==> src/rtl/seq_left_shifter_pkg.sv <==
// Shared definitions for the sequential left shifter: default widths and FSM state encoding.
package seq_left_shifter_pkg;

  localparam int DEF_WIDTH = 32;
  localparam int DEF_SW    = 5;

  typedef enum logic [1:0] {
    ST_IDLE  = 2'b00,
    ST_SHIFT = 2'b01,
    ST_DONE  = 2'b10
  } state_t;

endpackage

==> src/rtl/shift32_l1_step.sv <==
// One-bit left step of a 32-bit word; bit 0 is zero-filled or takes the old bit 31.
module shift32_l1_step
  import seq_left_shifter_pkg::*;
(
  input  logic [DEF_WIDTH-1:0] word,
  input  logic                 ROT,
  output logic [DEF_WIDTH-1:0] next_word
);

  assign next_word = {word[DEF_WIDTH-2:0], ROT & word[DEF_WIDTH-1]};

endmodule

==> src/rtl/seq_left_shifter.sv <==
// Multi-cycle left shifter/rotator: one bit per clock, result registered on Y with a DONE pulse.
module seq_left_shifter
  import seq_left_shifter_pkg::*;
#(
  parameter int WIDTH = DEF_WIDTH,
  parameter int SW    = DEF_SW
) (
  input  logic             CLK,
  input  logic             RST,
  input  logic             START,
  input  logic             ROT,
  input  logic [WIDTH-1:0] D,
  input  logic [SW-1:0]    S,
  output logic [WIDTH-1:0] Y,
  output logic             BUSY,
  output logic             DONE
);

  state_t           state;
  logic [SW-1:0]    count;
  logic [WIDTH-1:0] work;
  logic             rot_q;
  logic [WIDTH-1:0] step_word;

  shift32_l1_step u_step (
    .word      (work),
    .ROT       (rot_q),
    .next_word (step_word)
  );

  // NOTE: all state here updates with non-blocking assignments so every register sees
  // the pre-edge values of the others; the async reset clears every register, including Y.
  always_ff @(posedge CLK or posedge RST) begin
    if (RST) begin
      state <= ST_IDLE;
      count <= '0;
      work  <= '0;
      rot_q <= 1'b0;
      Y     <= '0;
      BUSY  <= 1'b0;
      DONE  <= 1'b0;
    end else begin
      case (state)
        ST_IDLE: begin
          DONE <= 1'b0;
          if (START) begin
            work  <= D;
            rot_q <= ROT;
            BUSY  <= 1'b1;
            if (S == '0) begin
              Y     <= D;
              DONE  <= 1'b1;
              state <= ST_DONE;
            end else begin
              count <= S;
              state <= ST_SHIFT;
            end
          end
        end
        ST_SHIFT: begin
          work  <= step_word;
          count <= count - 1'b1;
          if (count == SW'(1)) begin
            Y     <= step_word;
            DONE  <= 1'b1;
            state <= ST_DONE;
          end
        end
        ST_DONE: begin
          // START is deliberately not looked at here: requests during DONE are dropped.
          DONE  <= 1'b0;
          BUSY  <= 1'b0;
          state <= ST_IDLE;
        end
        default: begin
          DONE  <= 1'b0;
          BUSY  <= 1'b0;
          state <= ST_IDLE;
        end
      endcase
    end
  end

endmodule

==> config.mk <==
export PLATFORM = sky130hd
export DESIGN_NAME = seq_left_shifter
export DESIGN_NICKNAME = d
export VERILOG_FILES = /design/src/rtl/seq_left_shifter_pkg.sv /design/src/rtl/shift32_l1_step.sv /design/src/rtl/seq_left_shifter.sv
export SDC_FILE = /design/constraint.sdc
export NUM_CORES = 1
export LEC_CHECK = 0
export ABC_AREA = 1
export BUFFER_PORTS_ARGS = -buffer_cell sky130_fd_sc_hd__buf_4
export CORE_AREA = 4 4 70 120
export DETAILED_ROUTE_END_ITERATION = 16
export DIE_AREA = 0 0 74 124
export PLACE_DENSITY = 0.73
export SETUP_SLACK_MARGIN = 0.15
export SYNTH_ARGS = -nofsm -noshare
export SYNTH_HDL_FRONTEND = slang
export SYNTH_SLANG_ARGS = --single-unit
==> constraint.sdc <==
create_clock -name CLK -period 1.95 [get_ports CLK]
set_input_delay 0.195 -clock CLK [delete_from_list [all_inputs] [get_ports CLK]]
set_output_delay 0.195 -clock CLK [all_outputs]
set_load 0.02 [all_outputs]
==> summary.md <==
| Metric | Value |
|---|---|
| Area grow syn2layout | `27.1%` |
| Mux share of post-synthesis cell area | `0.00319` |
| # fillers | `about 700` |
| Initial antenna violation count | `0` |
| Post-synth top area share | `0.525` |
| Largest net degree at the start of global routing | `between 60 and 70` |
| Comb pwr share | `0.515` |
| N_diodes | `0` |
| Layout cell share with drive strength beyond 1 | `0.225` |
| Yosys reg bits | `74` |
| Max incr delay on CP | `about 450 ps` |
| Initial Util | `0.470` |
| Reg clk slew, reported paths | `60 ps` |
| Adder-cell share of the synthesized area | `0.00709` |
| Status | `complete, no violations` |
| Reg power frac | `0.312` |
| H-tree levels | `3` |
| Count leader, synth | `nand2_1` |
| FP Rows | `42` |
| Clock skew | `around 4.1 ps` |
| CTS Buf Count | `9` |
| Post-synthesis compound-gate area fraction | `0.0624` |
| Endpoints failing hold | `0` |
| Crit end category | `register` |
| Clock network power share | `0.173` |
| Syn Nets | `~480` |
| Total power | `9.02 mW` |
| RSZ-0062 raised after global routing | `false` |
| Post-route setup TNS | `0 ps` |
| Pwr dens | `roughly 2000 nW/um^2` |
| # clock sinks | `74` |
| Top_reg_cell synth | `dfrtp_1` |
| Die area | `between 9000 and 10000 sq um` |
| Grt total ovfl | `0` |
| Asr flop ratio synth | `1.00` |
| Setup crit start kind | `register` |
| Required time of the critical path | `between 2000 and 2500 ps` |
| Post-synth top area cell | `dfrtp_1` |
| Slowest CP cell | `dfrtp_1` |
| Max-Cap Viols | `0` |
| Die Wd | `around 74 microns` |
| Detailed-route via count | `about 3.2k` |
| CTS tree | `yes` |
| Peak Freq | `a little over 600 MHz` |
| Top post-synthesis cells by area | `dfrtp_1 (52%), nand2_1 (17%), a31oi_1 (5.7%), nand4_1 (5.7%), nand3_1 (5.4%)` |
| Setup Crit Path Kind | `register to register` |
| Data arrival time of the worst path | `1900 ps` |
| Main combinational cell family by area after synthesis | `simple AND/OR/NAND/NOR gates` |
| First-pass GRT wire length | `~14000 microns` |
| Critical Path, Cell by Cell | `nor2_4, nand2_2, nand2_4, buf_12, nor2_1, a31oi_1` |
| I/O Pins | `75` |
| Post-Synthesis Cells | `435` |
| Drt initial violations | `~290` |
| Minimum clock period | `1650 ps` |
| Worst hold margin | `between 100 and 150 ps` |
| Die height | `124 microns` |
| Post-synth EDFFs | `0` |
| Core ar. | `between 7000 and 8000 sq um` |
| Slew HR | `0.710` |
| Kind of path behind the tightest hold check | `input pin to register` |
| Distinct cells, synth | `21` |
| Post-Synth XOR/XNOR Area | `0.00248` |
| Routability cong. | `about 0.81` |
| WL/cell | `around 15 microns` |
| Multi-input gate area | `about 1500 sq um` |
| Clock Path Buffers | `2` |
| DRT Wirelength | `about 9000 microns` |
| Commonest cells in the netlist | `nand2_1 (162), dfrtp_1 (74), nor2_1 (39)` |
| GRT Total Usage | `0.202` |
| Final Max Tran Viols | `0` |
| Int Pwr | `4.97 mW` |
| Nets | `about 550` |
| Worst-margin pin slew | `about 430 ps` |
| IO Port Bufs | `74` |
| Vias per cell | `between 5 and 6` |
| Worst-path fanout max | `60` |
| Vias in the first global route | `roughly 3.1k` |
| Synth Area per Inst | `approximately 8 sq um` |
| Final setup viols | `0` |
| VDD IR max | `between 1 and 1.5 mV` |
| Worst skew pair latency | `approximately 330 ps` |
| HPWL Detailed | `6230 microns` |
| P_leak | `2.34 nW` |
| Period utilization | `0.847` |
| Synth warnings | `0` |
| CTS Root Cell | `clkbuf_16` |
| # DRC | `0` |
| Register area | `approximately 1900 sq um` |
| Setup Buffers After CTS | `0` |
| Remaining antenna violation count | `0` |
| Simple-gate share of the synthesized area | `0.343` |
| Sw frac | `0.449` |
| P_sw | `around 4 mW` |
| Sequential area share after synthesis | `0.525` |
| Drt pass-1 iters | `4` |
| Post-Syn Area | `3530 sq um` |
[state kept, by name (all words and copies together) (netlist names)]
name and flops:
DONE 1, BUSY 1, Y 32, count 5
state 2, rot_q 1, work 32
[worst max-delay path: cells and delay by family (launching register included)]
kind                   cells  cell delay, ps
flip-flops                 1             450
AND/OR/NAND/NOR            4             640
buffers and inverters      1             280
AO/OA/AOI/OAI              1             170
[path summary, 6_finish.rpt]
path / startpoint / to / slack, ps / depth (start not counted)
max: state[0] / work[11] / 300 / 6
min: START / state[0] / 120 / 3
max reg2reg: state[0] / work[11] / 300 / 6
min reg2reg: Y[9] / Y[9] / 470 / 2
max in group asynchronous: RST / Y[6] / 870 / 4
min in group asynchronous: RST / Y[12] / 430 / 3
[power by group through the flow]
| stage | Sequential [mW] | Clock (mW) | Combinational [mW] |
|---|---|---|---|
| 2_1_floorplan | 3.10 | 0 | 2.95 |
| 3_3_place_gp | 2.79 | 0 | 4.45 |
| 3_5_place_dp | 2.83 | 0 | 4.56 |
| 4_1_cts | 2.81 | 1.57 | 4.59 |
| 5_1_grt | 2.90 | 1.63 | 5.22 |
| 6_report | 2.81 | 1.56 | 4.65 |
[through the flow]
stage / setup WS, ps / instance area [sq um] / util / cells
floorplan: 594 / 3530 / - / 435
global placement: 309 / 4170 / 0.555 / 580
detailed placement: 224 / 4170 / 0.555 / 580
CTS: 225 / 4460 / 0.594 / 597
global route: 178 / 4480 / 0.597 / 598
finish: 299 / 4480 / 0.597 / 598
[layer usage]
metal  global-route usage  vias to the layer above  routed length, microns
met5                    0                        -                       0
met4               0.0975                        0                     257
met3               0.0347                       20                     477
met2                0.351                       98                    4790
met1                0.237                     1517                    3480
li1                     -                     1593                       -
[placed cells by master, fill, tap and decap left out]
cell	count
nand4_1	32
nor2_4	1
nand2_2	3
nand3_1	38
o21ai_1	1
o21ai_0	3
a31oi_1	32
buf_6	1
nand2_1	162
dlygate4sd3_1	1
clkbuf_8	3
inv_1	8
buf_4	84
nand2_4	1
nand3_4	2
clkbuf_1	2
buf_12	2
xnor2_1	1
mux2_2	1
nor2_1	39
dfrtp_1	74
nor2_2	1
clkbuf_16	9
clkinv_2	2
inv_2	4
clkinvlp_4	1
ha_1	2
[final cells by class]
type                       instances  area share
clock buffer                      14      0.0611
clock inverter                     2     0.00223
inverter                          13      0.0117
multi-input combinational        319       0.333
sequential                        74       0.413
tap                               88      0.0246
timing repair buffer              88       0.154
[what timing repair did]
| action | CTS | global route |
|---|---|---|
| resized for setup | 0 | 2 |
| endpoints found under the setup margin | 0 | 32 |
| hold buffers | 1 | 0 |
| hold endpoints to repair | 16 | 0 |
[cell families (layout without fill, tap and decap cells)]
| logic type | count (synthesis) | count (layout) |
|---|---|---|
| buffers and inverters | 43 | 117 |
| AND/OR/NAND/NOR | 278 | 279 |
| multiplexers | 1 | 1 |
| adder cells (fa/ha/maj) | 2 | 2 |
| XOR/XNOR | 1 | 1 |
| AO/OA/AOI/OAI | 36 | 36 |
| flip-flops | 74 | 74 |
(Power assumes the default switching activity.)
